[src/rtl/mem_access_unit_if.sv]
// Bus bundle between the control FSM, the MEM-stage access sequencer and data memory.
// Latency: none, wires only.
// Backpressure: mem_req is held by the sequencer until memory raises mem_ready.
interface mem_access_unit_if;
    logic        start;
    logic [5:0]  op;
    logic [31:0] addr;
    logic [31:0] wdata;
    logic [3:0]  be_in;
    logic        mem_req;
    logic        mem_we;
    logic [31:0] mem_addr;
    logic [3:0]  mem_be;
    logic [31:0] mem_wdata;
    logic        mem_ready;
    logic [31:0] mem_rdata;
    logic [31:0] rdata;
    logic        done;
    logic        err;
    logic        busy;

    // Sequencer side
    modport slave (
        input  start, op, addr, wdata, be_in, mem_ready, mem_rdata,
        output mem_req, mem_we, mem_addr, mem_be, mem_wdata, rdata, done, err, busy
    );

    // Control FSM plus memory side
    modport master (
        output start, op, addr, wdata, be_in, mem_ready, mem_rdata,
        input  mem_req, mem_we, mem_addr, mem_be, mem_wdata, rdata, done, err, busy
    );
endinterface

[src/rtl/mem_access_unit.sv]
// MEM-stage data-memory access sequencer: one req/ready cycle, store lane replication, load extension.
// Latency: start -> mem_req next cycle; mem_ready -> done next cycle; bad op/alignment -> done+err next cycle.
// Backpressure: mem_req held until mem_ready or TIMEOUT REQ cycles elapse (then done+err).
module mem_access_unit #(
    parameter int TIMEOUT = 16
) (
    input  logic              i_clk,
    input  logic              i_rst_n,
    mem_access_unit_if.slave  bus
);
    localparam logic [5:0] OP_LB  = 6'h20;
    localparam logic [5:0] OP_LH  = 6'h21;
    localparam logic [5:0] OP_LW  = 6'h23;
    localparam logic [5:0] OP_LBU = 6'h24;
    localparam logic [5:0] OP_LHU = 6'h25;
    localparam logic [5:0] OP_SB  = 6'h28;
    localparam logic [5:0] OP_SH  = 6'h29;
    localparam logic [5:0] OP_SW  = 6'h2B;
    localparam int         CNT_W  = $clog2(TIMEOUT);

    typedef enum logic [1:0] {
        ST_IDLE = 2'd0,
        ST_REQ  = 2'd1,
        ST_DONE = 2'd2
    } state_t;

    state_t           r_state;
    state_t           w_next;
    logic [5:0]       r_op;
    logic [31:0]      r_addr;
    logic [31:0]      r_wdata;
    logic [3:0]       r_be;
    logic             r_err;
    logic [31:0]      r_rdata;
    logic [CNT_W-1:0] r_cnt;

    logic             w_legal;
    logic             w_aligned;
    logic             w_accept;
    logic             w_timeout;
    logic             w_is_store;
    logic [7:0]       w_byte;
    logic [15:0]      w_half;
    logic [31:0]      w_load_ext;
    logic [31:0]      w_store_dat;

    // Classify the incoming request: known opcode and natural alignment for its access size
    always_comb begin
        w_legal   = 1'b0;
        w_aligned = 1'b0;
        case (bus.op)
            OP_LB, OP_LBU, OP_SB: begin
                w_legal   = 1'b1;
                w_aligned = 1'b1;
            end
            OP_LH, OP_LHU, OP_SH: begin
                w_legal   = 1'b1;
                w_aligned = ~bus.addr[0];
            end
            OP_LW, OP_SW: begin
                w_legal   = 1'b1;
                w_aligned = (bus.addr[1:0] == 2'b00);
            end
            default: begin
                w_legal   = 1'b0;
                w_aligned = 1'b0;
            end
        endcase
    end

    assign w_accept   = w_legal & w_aligned;
    assign w_timeout  = (r_cnt == CNT_W'(TIMEOUT - 1));
    assign w_is_store = r_op[3];

    // State register; reset drops straight to IDLE so mem_req falls without waiting for a clock
    always_ff @(posedge i_clk or negedge i_rst_n) begin
        if (!i_rst_n) begin
            r_state <= ST_IDLE;
        end else begin
            r_state <= w_next;
        end
    end

    // Next-state: bad requests skip the bus, REQ ends on ready or after TIMEOUT cycles
    always_comb begin
        w_next = r_state;
        case (r_state)
            ST_IDLE: begin
                if (bus.start) begin
                    w_next = w_accept ? ST_REQ : ST_DONE;
                end
            end
            ST_REQ: begin
                if (bus.mem_ready || w_timeout) begin
                    w_next = ST_DONE;
                end
            end
            ST_DONE: w_next = ST_IDLE;
            default: w_next = ST_IDLE;
        endcase
    end

    // Latch the request on acceptance, track REQ cycles and capture load data / error status
    always_ff @(posedge i_clk or negedge i_rst_n) begin
        if (!i_rst_n) begin
            r_op    <= 6'h0;
            r_addr  <= 32'h0;
            r_wdata <= 32'h0;
            r_be    <= 4'h0;
            r_err   <= 1'b0;
            r_rdata <= 32'h0;
            r_cnt   <= '0;
        end else begin
            case (r_state)
                ST_IDLE: begin
                    r_cnt <= '0;
                    if (bus.start) begin
                        r_op    <= bus.op;
                        r_addr  <= bus.addr;
                        r_wdata <= bus.wdata;
                        r_be    <= bus.be_in;
                        r_err   <= ~w_accept;
                    end
                end
                ST_REQ: begin
                    if (bus.mem_ready) begin
                        r_cnt <= '0;
                        if (!w_is_store) begin
                            r_rdata <= w_load_ext;
                        end
                    end else if (w_timeout) begin
                        r_cnt <= '0;
                        r_err <= 1'b1;
                    end else begin
                        r_cnt <= r_cnt + 1'b1;
                    end
                end
                default: r_cnt <= '0;
            endcase
        end
    end

    // Pick the addressed byte and halfword lanes out of the returned word
    always_comb begin
        w_byte = bus.mem_rdata[7:0];
        case (r_addr[1:0])
            2'b00: w_byte = bus.mem_rdata[7:0];
            2'b01: w_byte = bus.mem_rdata[15:8];
            2'b10: w_byte = bus.mem_rdata[23:16];
            2'b11: w_byte = bus.mem_rdata[31:24];
            default: w_byte = bus.mem_rdata[7:0];
        endcase
        w_half = r_addr[1] ? bus.mem_rdata[31:16] : bus.mem_rdata[15:0];
    end

    // Extend the selected lane according to the load flavour
    always_comb begin
        w_load_ext = bus.mem_rdata;
        case (r_op)
            OP_LB:   w_load_ext = {{24{w_byte[7]}}, w_byte};
            OP_LBU:  w_load_ext = {24'h0, w_byte};
            OP_LH:   w_load_ext = {{16{w_half[15]}}, w_half};
            OP_LHU:  w_load_ext = {16'h0, w_half};
            default: w_load_ext = bus.mem_rdata;
        endcase
    end

    // Replicate narrow store data across all lanes so mem_be alone selects the target
    always_comb begin
        w_store_dat = r_wdata;
        case (r_op)
            OP_SB:   w_store_dat = {4{r_wdata[7:0]}};
            OP_SH:   w_store_dat = {2{r_wdata[15:0]}};
            default: w_store_dat = r_wdata;
        endcase
    end

    // Outputs decoded from the state register; bus fields come from latched values and are zero outside REQ
    always_comb begin
        bus.mem_req   = 1'b0;
        bus.mem_we    = 1'b0;
        bus.mem_addr  = 32'h0;
        bus.mem_be    = 4'h0;
        bus.mem_wdata = 32'h0;
        bus.done      = 1'b0;
        bus.err       = 1'b0;
        bus.busy      = (r_state != ST_IDLE);
        bus.rdata     = r_rdata;
        if (r_state == ST_REQ) begin
            bus.mem_req   = 1'b1;
            bus.mem_we    = w_is_store;
            bus.mem_addr  = {r_addr[31:2], 2'b00};
            bus.mem_be    = w_is_store ? r_be : 4'b1111;
            bus.mem_wdata = w_is_store ? w_store_dat : 32'h0;
        end
        if (r_state == ST_DONE) begin
            bus.done = 1'b1;
            bus.err  = r_err;
        end
    end
endmodule

[src/flat_wrapper.sv]
// flat-port wrapper written by rule: the top's interface ports become plain ports
module mem_access_unit_flat 
#(
    parameter int TIMEOUT = 16
)
  (i_clk, i_rst_n, bus_start, bus_op, bus_addr, bus_wdata, bus_be_in, bus_mem_ready, bus_mem_rdata, bus_mem_req, bus_mem_we, bus_mem_addr, bus_mem_be, bus_mem_wdata, bus_rdata, bus_done, bus_err, bus_busy);
  mem_access_unit_if bus_i ();
  input  logic i_clk;
  input  logic i_rst_n;
  input wire logic [$bits(bus_i.start)-1:0] bus_start;
  input wire logic [$bits(bus_i.op)-1:0] bus_op;
  input wire logic [$bits(bus_i.addr)-1:0] bus_addr;
  input wire logic [$bits(bus_i.wdata)-1:0] bus_wdata;
  input wire logic [$bits(bus_i.be_in)-1:0] bus_be_in;
  input wire logic [$bits(bus_i.mem_ready)-1:0] bus_mem_ready;
  input wire logic [$bits(bus_i.mem_rdata)-1:0] bus_mem_rdata;
  output wire logic [$bits(bus_i.mem_req)-1:0] bus_mem_req;
  output wire logic [$bits(bus_i.mem_we)-1:0] bus_mem_we;
  output wire logic [$bits(bus_i.mem_addr)-1:0] bus_mem_addr;
  output wire logic [$bits(bus_i.mem_be)-1:0] bus_mem_be;
  output wire logic [$bits(bus_i.mem_wdata)-1:0] bus_mem_wdata;
  output wire logic [$bits(bus_i.rdata)-1:0] bus_rdata;
  output wire logic [$bits(bus_i.done)-1:0] bus_done;
  output wire logic [$bits(bus_i.err)-1:0] bus_err;
  output wire logic [$bits(bus_i.busy)-1:0] bus_busy;
  assign bus_i.start = bus_start;
  assign bus_i.op = bus_op;
  assign bus_i.addr = bus_addr;
  assign bus_i.wdata = bus_wdata;
  assign bus_i.be_in = bus_be_in;
  assign bus_i.mem_ready = bus_mem_ready;
  assign bus_i.mem_rdata = bus_mem_rdata;
  assign bus_mem_req = bus_i.mem_req;
  assign bus_mem_we = bus_i.mem_we;
  assign bus_mem_addr = bus_i.mem_addr;
  assign bus_mem_be = bus_i.mem_be;
  assign bus_mem_wdata = bus_i.mem_wdata;
  assign bus_rdata = bus_i.rdata;
  assign bus_done = bus_i.done;
  assign bus_err = bus_i.err;
  assign bus_busy = bus_i.busy;
  mem_access_unit #(.TIMEOUT(TIMEOUT)) u_core (.i_clk(i_clk), .i_rst_n(i_rst_n), .bus(bus_i));
endmodule
[config.mk]
export PLATFORM = sky130hd
export DESIGN_NAME = mem_access_unit_flat
export DESIGN_NICKNAME = d
export VERILOG_FILES = /design/src/rtl/mem_access_unit_if.sv /design/src/rtl/mem_access_unit.sv /design/src/flat_wrapper.sv
export SDC_FILE = /design/constraint.sdc
export NUM_CORES = 1
export LEC_CHECK = 0
export CAP_MARGIN = 20
export CORE_MARGIN = 2
export CORE_UTILIZATION = 48
export DETAILED_ROUTE_END_ITERATION = 7
export PLACE_DENSITY = 0.86
export SYNTH_ARGS = -nofsm -noshare
export SYNTH_HDL_FRONTEND = slang
export SYNTH_SLANG_ARGS = --single-unit
export TNS_END_PERCENT = 5
[constraint.sdc]
create_clock -name i_clk -period 5.75 [get_ports i_clk]
set_clock_uncertainty 0.2 [all_clocks]
set_input_delay 1.15 -clock i_clk [delete_from_list [all_inputs] [get_ports i_clk]]
set_output_delay 1.15 -clock i_clk [all_outputs]
set_load 0.01 [all_outputs]
==> results.tsv <==
metric	value	unit
run status	finished clean	
Sink Count	113	
simple-gate share of the synthesized area	26.2	%
async set-reset flop share out of synthesis	100	%
CP Cell Sequence	nand2b_1, nor3_4, nor2_1, a211oi_1, clkdlybuf4s50_1	
yosys warns	0	
Reg-to-Reg End	u_core.bus.rdata[9]	
P_int	2.11	mW
Routed Antenna Nets	0	
DP HPWL	12.5	mm
IO Port Bufs	212	
CP Class	reg -> out	
worst-case reg-to-reg path depth	3	
Mapped Area	5670	µm²
post-synthesis mux area share	8.93	%
Worst setup SP type	register	
Crit path required time	4.40	ns
Area growth, synth to finish	49.9	%
Max H-tree Level	4	
layout cells sized above 1	7.15	%
clock latency at the later pin of the worst-skew pair	0.41	ns
CTS tree	built	
max-cap violation count	0	
Syn Inst Count	659	
most frequent cells after synthesis	227 x nand2_1, 113 x dfrtp_1, 53 x a21oi_1	
total number of vias	5537	
Hold EP	u_core.r_addr[29]	
Synth area leader	dfrtp_1	
Synth Area in Compound Gates	10.2	%
syn avg cell area	8.61	µm²
Num CTS Buffers	17	
leakage	3.83	nW
Placed Instances	977	
CP max stage delay	0.86	ns
drt total wl	17.7	mm
synth top area cells	dfrtp_1 50%, nand2_1 15%, mux2i_1 4.8%, a21oi_1 4.7%, and2_1 3.4%	
min cycle time layout	4.66	ns
core area	11500	µm²
IO Count	215	
fmax	215	MHz
Worst-path clk slew	0.05	ns
Final period util	81.1	%
Post-CTS Resized	0	
endpoints failing hold	0	
DR pass1 iterations	5	
initial core utilization	49.5	%
cell row count	39	
most used flip-flop cell after synthesis	dfrtp_1	
Crit Path Max Fanout	24	
Tot Pwr	2.94	mW
CP Capture Type	output pin	
delay-heaviest family, CP	simple AND/OR/NAND/NOR gates	
post-synth top area share	49.9	%
vias per inst	5.48	
pwr dens	346	nW/µm²
Logic pwr share	23.7	%
Flop pwr share	37.8	%
clock power share	38.5	%
clock buffer depth	2	
Worst EP arrival	3.31	ns
Synth Register Bits	113	
sw frac	28.2	%
root buf cell	clkbuf_16	
Final Max Tran Viols	0	
count leader, synth	nand2_1	
Critical R2R Launch	u_core.r_op[3]	
worst vdd ir	0.251	mV
Worst Path Buf+Inv	1	
Worst-Margin Slew	1.00	ns
main combinational cell family by area after synthesis	simple AND/OR/NAND/NOR gates	
global-route wire length before repair	28.5	mm
NetSw	0.828	mW
register area share after synthesis	49.9	%
hold path start	u_core.r_addr[29]	
1st-iter DRT viols	411	
pin count of the biggest net entering global routing	62	
Worst slew margin	32.8	%
xor-xnor portion of the synthesized cell area	0.309	%
GRT Total Usage	28.4	%
Min-Delay Path Depth	2	
postcts setup bufs	0	
post-synthesis share of cell area spent on full adders, half adders and majority gates	0.221	%
detailed-route DRC error count	0	
fin nets	965	
slowest stage cell, crit path	nor3_4	
Final setup viols	0	
Post-CTS Hold Buffers	0	
die width	113	µm
Die Span Y	113	µm
DR WL/cell	17.5	µm
die area	12700	µm²
RSZ-0062 raised after global routing	no	
Ant. Diodes	0	
gr ovfl total	0	
antenna violations before repair	0	
synth unique cells	42	
GPL Wtd Cong	0.906	
Post-synth EDFFs	0	
vias in the first global route	5774	
R2R setup slack	2.97	ns
non-filler cells, final	1010	
Worst Hold Class	reg -> reg	
Setup TNS Final	0	ns
-- power groups by stage --
stage	Clock, mW	Sequential (mW)	Combinational [mW]
3_5_place_dp	0	1.12	0.691
5_1_grt	1.18	1.14	0.757
6_report	1.13	1.11	0.696
2_1_floorplan	0	1.10	0.321
4_1_cts	1.14	1.11	0.700
3_3_place_gp	0	1.11	0.659
-- cell type report --
class,instances,area (µm²)
clock buffer,21,450
multi-input combinational,492,2640
tap,143,179
fill,827,2960
clock inverter,11,185
sequential,113,2830
inverter,11,41.3
timing repair buffer,219,2180
-- sequential cells by signal, indices dropped and copies added (netlist names) --
name / count
u_core.bus.rdata: 32
u_core.r_addr: 32
u_core.r_wdata: 32
u_core.r_op: 6
u_core.r_be: 4
u_core.r_cnt: 4
u_core.r_state: 2
u_core.r_err: 1
-- layout by cell type (no fill, tap or decap), types with 2 or more instances in the layout --
cell	Yosys	layout
or2_2	2	2
a21oi_1	53	53
dfrtp_1	113	113
clkbuf_1	29	3
nand2b_1	5	5
mux2_2	7	7
and3_1	9	9
a211oi_1	8	8
clkdlybuf4s50_1	0	211
nand2_1	227	227
mux2i_1	27	27
nand3_1	3	3
bufinv_16	0	5
inv_1	11	11
o22ai_1	13	13
nor2b_1	4	4
a22oi_1	2	2
nand3b_1	2	2
nor3_1	2	2
conb_1	1	2
buf_4	2	7
mux4_2	7	7
and2_1	31	31
clkinvlp_4	0	2
nor2_1	50	49
clkbuf_16	0	17
o21ai_0	21	21
clkinv_2	0	4
-- how the worst max path moves through the flow --
| stage | end | slack (ns) | startpoint | cells after the start |
|---|---|---|---|---|
| floorplan | bus_mem_wdata[24] | 2.75 | u_core.r_op[3] | 6 |
| global placement | bus_mem_wdata[29] | 1.78 | u_core.r_op[3] | 5 |
| detailed placement | bus_mem_wdata[30] | 1.55 | u_core.r_op[3] | 5 |
| CTS | bus_mem_wdata[30] | 1.09 | u_core.r_op[3] | 5 |
| global route | bus_mem_wdata[30] | 0.82 | u_core.r_op[3] | 5 |
| finish | bus_mem_wdata[30] | 1.09 | u_core.r_op[3] | 5 |
-- metal layers --
layer  GRT usage [%]  wire length, µm  up-vias
met3            6.64             1130       44
met1            34.1             6750     2684
met5               0                0        -
met2            48.4             9150      255
li1                -                -     2554
met4            13.8              627        0
-- cell families after synthesis --
kind of cell,Yosys count
AO/OA/AOI/OAI,103
AND/OR/NAND/NOR,343
multiplexers,41
flip-flops,113
XOR/XNOR,2
adder cells (fa/ha/maj),1
buffers and inverters,55
other,1
-- metrics by stage --
step	instance area [µm²]	utilization (%)	hold slack [ns]	worst slack [ns]
floorplan	5680	-	0.233	2.75
global placement	7850	68.5	0.246	1.78
detailed placement	7850	68.5	0.255	1.55
CTS	8490	74.0	0.268	1.09
global route	8500	74.2	0.289	0.825
finish	8500	74.2	0.261	1.09
-- worst register-to-register path: cells and delay by family (launching register included) --
family | cells | cell delay [ns]
simple gates | 1 | 1.02
compound gates | 2 | 0.80
flops | 1 | 0.61
Note: power is estimated with default switching activity, not from simulation.
